File: src/rtl/axi_pim_master.sv
// AXI4 burst master: one read or write burst in flight, fed by cmd/stream ports.
// Optional beat counters are built when AXI_PIM_MASTER_PERF_EN is defined.
module axi_pim_master #(
  parameter int DATA_WIDTH = 32,
  parameter int ADDR_WIDTH = 8,
  parameter int STRB_WIDTH = DATA_WIDTH / 8,
  parameter int ID_WIDTH   = 8,
  parameter int AXI_ID     = 0
) (
  input  logic                  clk,
  input  logic                  rst_n,

  input  logic                  cmd_valid,
  output logic                  cmd_ready,
  input  logic                  cmd_write,
  input  logic [ADDR_WIDTH-1:0] cmd_addr,
  input  logic [7:0]            cmd_len,

  input  logic [DATA_WIDTH-1:0] wr_data,
  input  logic                  wr_valid,
  output logic                  wr_ready,

  output logic [DATA_WIDTH-1:0] rd_data,
  output logic                  rd_valid,
  input  logic                  rd_ready,
  output logic                  rd_last,

  output logic                  done,
  output logic [1:0]            done_resp,
  output logic                  busy,

  output logic [ID_WIDTH-1:0]   m_axi_awid,
  output logic [ADDR_WIDTH-1:0] m_axi_awaddr,
  output logic [7:0]            m_axi_awlen,
  output logic [2:0]            m_axi_awsize,
  output logic [1:0]            m_axi_awburst,
  output logic                  m_axi_awlock,
  output logic [3:0]            m_axi_awcache,
  output logic [2:0]            m_axi_awprot,
  output logic                  m_axi_awvalid,
  input  logic                  m_axi_awready,

  output logic [DATA_WIDTH-1:0] m_axi_wdata,
  output logic [STRB_WIDTH-1:0] m_axi_wstrb,
  output logic                  m_axi_wlast,
  output logic                  m_axi_wvalid,
  input  logic                  m_axi_wready,

  input  logic [ID_WIDTH-1:0]   m_axi_bid,
  input  logic [1:0]            m_axi_bresp,
  input  logic                  m_axi_bvalid,
  output logic                  m_axi_bready,

  output logic [ID_WIDTH-1:0]   m_axi_arid,
  output logic [ADDR_WIDTH-1:0] m_axi_araddr,
  output logic [7:0]            m_axi_arlen,
  output logic [2:0]            m_axi_arsize,
  output logic [1:0]            m_axi_arburst,
  output logic                  m_axi_arlock,
  output logic [3:0]            m_axi_arcache,
  output logic [2:0]            m_axi_arprot,
  output logic                  m_axi_arvalid,
  input  logic                  m_axi_arready,

  input  logic [ID_WIDTH-1:0]   m_axi_rid,
  input  logic [DATA_WIDTH-1:0] m_axi_rdata,
  input  logic [1:0]            m_axi_rresp,
  input  logic                  m_axi_rlast,
  input  logic                  m_axi_rvalid,
  output logic                  m_axi_rready,

  output logic [15:0]           perf_wr_beats,
  output logic [15:0]           perf_rd_beats
);

  localparam logic [ID_WIDTH-1:0] L_ID   = ID_WIDTH'(AXI_ID);
  localparam logic [2:0]          L_SIZE = 3'($clog2(STRB_WIDTH));

  typedef enum logic [2:0] {
    S_IDLE,
    S_AW,
    S_W,
    S_B,
    S_AR,
    S_R
  } state_t;

  state_t r_state;
  state_t w_next;

  logic [ADDR_WIDTH-1:0] r_addr;
  logic [7:0]            r_len;
  logic [7:0]            r_cnt;
  logic [1:0]            r_rresp_max;
  logic                  r_done;
  logic [1:0]            r_done_resp;

  logic                  w_cmd_hs;
  logic                  w_w_hs;
  logic                  w_r_hs;
  logic                  w_last_beat;
  logic [1:0]            w_rresp_max;
  logic                  w_unused;

  // Slave IDs and rlast are not needed: termination uses our own count.
  assign w_unused = ^{m_axi_bid, m_axi_rid, m_axi_rlast};

  assign w_last_beat = (r_cnt == r_len);
  assign w_cmd_hs    = (r_state == S_IDLE) && cmd_valid;
  assign w_w_hs      = (r_state == S_W) && wr_valid && m_axi_wready;
  assign w_r_hs      = (r_state == S_R) && m_axi_rvalid && rd_ready;
  assign w_rresp_max = (m_axi_rresp > r_rresp_max) ? m_axi_rresp
                                                   : r_rresp_max;

  always_ff @(posedge clk or negedge rst_n) begin
    if (!rst_n) begin
      r_state <= S_IDLE;
    end else begin
      r_state <= w_next;
    end
  end

  always_comb begin
    w_next = r_state;
    unique case (r_state)
      S_IDLE: begin
        if (cmd_valid) begin
          w_next = cmd_write ? S_AW : S_AR;
        end
      end
      S_AW: begin
        if (m_axi_awready) begin
          w_next = S_W;
        end
      end
      S_W: begin
        if (w_w_hs && w_last_beat) begin
          w_next = S_B;
        end
      end
      S_B: begin
        if (m_axi_bvalid) begin
          w_next = S_IDLE;
        end
      end
      S_AR: begin
        if (m_axi_arready) begin
          w_next = S_R;
        end
      end
      S_R: begin
        if (w_r_hs && w_last_beat) begin
          w_next = S_IDLE;
        end
      end
      default: w_next = S_IDLE;
    endcase
  end

  always_ff @(posedge clk or negedge rst_n) begin
    if (!rst_n) begin
      r_addr      <= '0;
      r_len       <= '0;
      r_cnt       <= '0;
      r_rresp_max <= '0;
      r_done      <= 1'b0;
      r_done_resp <= '0;
    end else begin
      r_done <= 1'b0;
      if (w_cmd_hs) begin
        r_addr      <= cmd_addr;
        r_len       <= cmd_len;
        r_cnt       <= '0;
        r_rresp_max <= '0;
      end
      if (w_w_hs) begin
        r_cnt <= r_cnt + 8'd1;
      end
      if (w_r_hs) begin
        r_cnt       <= r_cnt + 8'd1;
        r_rresp_max <= w_rresp_max;
        if (w_last_beat) begin
          r_done      <= 1'b1;
          r_done_resp <= w_rresp_max;
        end
      end
      if ((r_state == S_B) && m_axi_bvalid) begin
        r_done      <= 1'b1;
        r_done_resp <= m_axi_bresp;
      end
    end
  end

  assign cmd_ready = (r_state == S_IDLE);
  assign busy      = (r_state != S_IDLE);
  assign done      = r_done;
  assign done_resp = r_done_resp;

  assign m_axi_awid    = L_ID;
  assign m_axi_awaddr  = r_addr;
  assign m_axi_awlen   = r_len;
  assign m_axi_awsize  = L_SIZE;
  assign m_axi_awburst = 2'b01;
  assign m_axi_awlock  = 1'b0;
  assign m_axi_awcache = 4'd0;
  assign m_axi_awprot  = 3'd0;
  assign m_axi_awvalid = (r_state == S_AW);

  assign m_axi_wdata  = wr_data;
  assign m_axi_wstrb  = '1;
  assign m_axi_wlast  = (r_state == S_W) && w_last_beat;
  assign m_axi_wvalid = (r_state == S_W) && wr_valid;
  assign wr_ready     = (r_state == S_W) && m_axi_wready;

  assign m_axi_bready = (r_state == S_B);

  assign m_axi_arid    = L_ID;
  assign m_axi_araddr  = r_addr;
  assign m_axi_arlen   = r_len;
  assign m_axi_arsize  = L_SIZE;
  assign m_axi_arburst = 2'b01;
  assign m_axi_arlock  = 1'b0;
  assign m_axi_arcache = 4'd0;
  assign m_axi_arprot  = 3'd0;
  assign m_axi_arvalid = (r_state == S_AR);

  assign m_axi_rready = (r_state == S_R) && rd_ready;
  assign rd_valid     = (r_state == S_R) && m_axi_rvalid;
  assign rd_data      = m_axi_rdata;
  assign rd_last      = (r_state == S_R) && w_last_beat;

`ifdef AXI_PIM_MASTER_PERF_EN
  logic [15:0] r_perf_wr;
  logic [15:0] r_perf_rd;

  always_ff @(posedge clk or negedge rst_n) begin
    if (!rst_n) begin
      r_perf_wr <= '0;
      r_perf_rd <= '0;
    end else begin
      if (w_w_hs && (r_perf_wr != 16'hFFFF)) begin
        r_perf_wr <= r_perf_wr + 16'd1;
      end
      if (w_r_hs && (r_perf_rd != 16'hFFFF)) begin
        r_perf_rd <= r_perf_rd + 16'd1;
      end
    end
  end

  assign perf_wr_beats = r_perf_wr;
  assign perf_rd_beats = r_perf_rd;
`else
  assign perf_wr_beats = 16'd0;
  assign perf_rd_beats = 16'd0;
`endif

endmodule

File: config.mk
export PLATFORM = sky130hd
export DESIGN_NAME = axi_pim_master
export DESIGN_NICKNAME = d
export VERILOG_FILES = /design/src/rtl/axi_pim_master.sv
export SDC_FILE = /design/constraint.sdc
export NUM_CORES = 1
export LEC_CHECK = 0
export ABC_AREA = 0
export CAP_MARGIN = 10
export CORE_AREA = 5 5 114 116
export DETAILED_ROUTE_END_ITERATION = 6
export DIE_AREA = 0 0 119 121
export PLACE_DENSITY = 0.71
export SKIP_CTS_REPAIR_TIMING = 1
export SLEW_MARGIN = 40
export SYNTH_ARGS = -nofsm -noshare
export SYNTH_HDL_FRONTEND = slang
export SYNTH_SLANG_ARGS = --single-unit
export TNS_END_PERCENT = 10
File: constraint.sdc
create_clock -name clk -period 3.4 [get_ports clk]
set_input_delay 0.68 -clock clk [delete_from_list [all_inputs] [get_ports clk]]
set_output_delay 0.68 -clock clk [all_outputs]
set_load 0.01 [all_outputs]
; ---- Word level (Yosys, flattened, before mapping)
; Index checks and enable logic that the tools add are counted.
[classes]
mux = 20
n_addsub = 1
eq_ne = 12
reduce_logical = 20
magnitude_cmp = 1
[ops]
columns = cell, n
row1 = 8-bit 2-to-1 mux, 3
row2 = 3-bit 2-to-1 mux, 7
row3 = 3-bit case mux with 6 select lines, 1
row4 = 1-bit logical AND, 12
row5 = 2-bit 2-to-1 mux, 6
row6 = "8-bit by 1-bit adder with 8-bit output, second input constant", 1
row7 = 8-bit equality test, 1
row8 = "2-bit inequality test, second input constant", 4
row9 = "3-bit by 2-bit equality test with 1-bit output, second input constant", 2
row10 = "3-bit equality test, second input constant", 2
row11 = 6-bit AND reduction, 1
row12 = 2-bit nonzero test, 3
row13 = 3-bit nonzero test, 2
row14 = "2-bit by 1-bit inequality test with 1-bit output, second input constant", 2
row15 = "3-bit by 1-bit equality test with 1-bit output, second input constant", 1
row16 = 3-bit zero test, 1
row17 = 1-bit 2-to-1 mux, 3
row18 = 2-bit > comparator, 1
row19 = 2-bit AND reduction, 1
[totals]
out_inout_bits = 188
wordCells = 61
register_bits = 32
in_bits = 112

; ---- Depth between registers and ports, before layout
[logic_depth]
depth_word = 6
ltp_mapped = 7
ltp_nobuf = 6

; ---- Worst setup path before layout
; Ideal clock, no wire load.
[synth_path]
path_type = register -> output
from = register r_len[3], in the netlist m_axi_arlen[3]
to = output port m_axi_wlast
arrival_time_ps = 1174
stages_incl_launch_ff = 4
slack_ps = 1546
path_cell_list = dfrtp_1 -> xor2_1 -> nor4_4 -> and3_1
[synth_between]
elab_chain_len = 2
[synth_lines]
columns = item, line
row1 = "start, declared", 92  ; logic [7:0] r_len;
row2 = "start signal, assigned", 172  ; r_len <= cmd_len;
row3 = 8-bit equality test, 108  ; assign w_last_beat = (r_cnt == r_len);
row4 = 1-bit logical AND, 211  ; assign m_axi_wlast = (r_state == S_W) && w_last_beat;
row5 = "end, declared", 45  ; output logic m_axi_wlast,
; Every way passes these cells.

; ---- Final worst setup path
[layout_path]
from = register r_len[5], in the netlist m_axi_arlen[5]
to = output port m_axi_wlast
; The elaborated chain is that of the path after synthesis.

==> impl_results.md <==
- Slew HR: between 40% and 50%
- Die ar.: ~14000 um^2
- # diodes: 0
- Unrepaired setup endpoints after global routing: false
- Vias in the first global route: 1813
- Largest net degree at the start of global routing: 33
- Vias per std cell: 3.76
- Fraction of registers with async set/reset: 100%
- Critical path endpoint category: output pin
- Layout cells sized above 1: 4.89%
- # fillers: 1290
- Initial antenna violation count: 0
- Final Critical Period: 2770 ps
- Die X: 119 um
- Final Wtd Congestion: between 0.7 and 0.8
- Max clock buf depth: 2
- Layout area overhead: 6.01%
- Routed Antenna Nets: 0
- Final Non-Filler Cells: ~500
- CP arrival: between 2000 and 2500 ps
- Setup slack, reg-to-reg: ~1500 ps
- Grt total ovfl: 0
- Worst VDD drop: approximately 0.21 mV
- Commonest cells in the netlist: buf_4, nand2_1, dfrtp_1
- Synthesized area: between 2000 and 3000 um^2
- First DRT Iteration DRCs: 85
- Final period util: approximately 80%
- CTS Buf Count: 5
- Worst Max-Slew Pin Slew: around 790 ps
- Inst Count DP: around 490
- Total power: around 2400 uW
- Multi-input gate area: roughly 1100 um^2
- Die height: ~120 um
- TritonRoute pass-1 iters: 4
- Crit Path Class: flop to output pin
- Syn Area/Cell: 8.23 um^2
- Worst setup SP type: flop
- Final wirelength: 6550 um
- Critical path fanouts, max: 4
- Worst reg-to-reg path cell count: 5
- WL/cell: between 10 and 15 um
- Fmax: 361 MHz
- Storage cell area: between 800 and 900 um^2
- PD cells: about 770 nW/um^2
- Area contributors post-synth: buf_4, dfrtp_1, nand2_1
- Final Slew Violations: 0
- Final clock skew: roughly 4.4 ps
- Lkg Pwr: around 0.0015 uW
- Synth unique cells: 35
- Synth Register Bits: 32
- Io pins: 300
- Port Buf Inserts: between 70 and 80
- Worst r2r src: r_state[0]$_DFFE_PN0P_
- Clock-pin slew on the worst setup and hold paths: around 50 ps
- Fin nets: roughly 460
- Drt drc: 0
- Hold slack: about 340 ps
- Reg-to-Reg End: r_state[0]$_DFFE_PN0P_
- CTS sink cnt: 32
- Worst Setup SP: m_axi_arlen[5]$_DFFE_PN0P_
- First-pass GRT wire length: just under 10000 um
- Hold Fails Final Rpt: 0
- Starting Density: around 25%
- Row count: 40
- Post-Syn Instances: approximately 350
- Synth top area share: between 40% and 50%
- Area leader, netlist: buf_4
- CTS tree: built
- Clock H-tree levels: 2
- EDFF count, synth: 0
- Total GRT Usage: under 10%
- Top FF cell, synth: dfrtp_1
- Worst-skew pair later-pin latency: about 280 ps
- Final setup viols: 0
- Count leader, synth: buf_4
- Hold Crit Class: primary input to asynchronous set/reset pin
- Post-route setup TNS: 0 ps
- Total of max-cap violations: 0
- Core area: 11800 um^2
- Post-synthesis sequential area ratio: ~28%
- CTS root buffer: clkbuf_16
- Yosys Warn Count: 0
- Hpwl dp: between 5000 and 6000 um
- Worst EP required: 2720 ps
- Status: completed
- Vias: ~1900
[metrics by stage]
stage          worst slack [ps]  util [%]  area, um^2
5_1_grt                     537      26.0        3070
3_3_place_gp                747      24.6        2900
4_1_cts                     579      26.0        3070
2_1_floorplan              1550         -        3180
3_5_place_dp                752      24.6        2900
6_report                    629      26.0        3070
[power by group]
group / total [uW] / leakage (uW) / internal [uW] / switching (uW)
Sequential: 710 / 0.000414 / 517 / 193
Clock: 506 / 0.0000808 / 344 / 162
Combinational: 1150 / 0.00103 / 599 / 550
Total: 2360 / 0.00152 / 1460 / 904
[layer usage]
metal,global-route usage [%],up-vias,part of all wire [%]
li1,-,872,-
met1,8.74,855,37
met2,14.2,115,49
met3,4.29,19,11
met4,5.00,0,3.0
met5,0,-,0
[cell type report]
class                      count  area share [%]
multi-input combinational    225            36.9
sequential                    32            26.1
timing repair buffer          77            24.9
tap                          147            5.99
clock buffer                   6            4.20
clock inverter                 2            1.14
inverter                       6           0.734
[cells by family after synthesis]
group                    count (synthesis)  share of synthesized area, %
buffers and inverters                  171                          43.1
AND/OR/NAND/NOR                        109                          18.5
flip-flops                              32                          27.7
AO/OA/AOI/OAI                           21                          4.58
XOR/XNOR                                 9                          2.72
adder cells (fa/ha/maj)                  4                          1.73
multiplexers                             4                          1.43
other                                    2                         0.259
[how the worst max path moves through the flow]
stage | slack [ps] | endpoint
floorplan | 1550 | m_axi_wlast
global route | 540 | m_axi_wlast
detailed placement | 750 | rd_valid
global placement | 750 | rd_valid
finish | 630 | m_axi_wlast
CTS | 580 | m_axi_wlast
[state kept, by name (all words and copies together) (netlist names)]
signal / cells
r_cnt: 8
m_axi_arlen: 8
m_axi_araddr: 8
done: 1
r_state: 3
done_resp: 2
r_rresp_max: 2
[cells in the final DEF (no fill, tap or decap), drive strengths merged, types with 2 or more instances in the layout]
cell,n
nor3b,2
mux2i,3
o21ai,10
dfrtp,32
conb,78
and3,6
a21oi,2
a31oi,3
inv,6
buf,2
nand4,2
clkbuf,6
nor3,3
nand3,2
nor2,14
ha,4
nand2,68
and2,5
clkdlybuf4s50,75
xor2,9
and4b,2
nor4,2
[worst max-delay path, cell delays in order, from the launching register on]
cell and delay, ps:
dfrtp_1 450, xor2_1 210, nor4_4 390, and3_1 210, clkdlybuf4s50_1 550
Note: power is estimated with default switching activity, not from simulation.
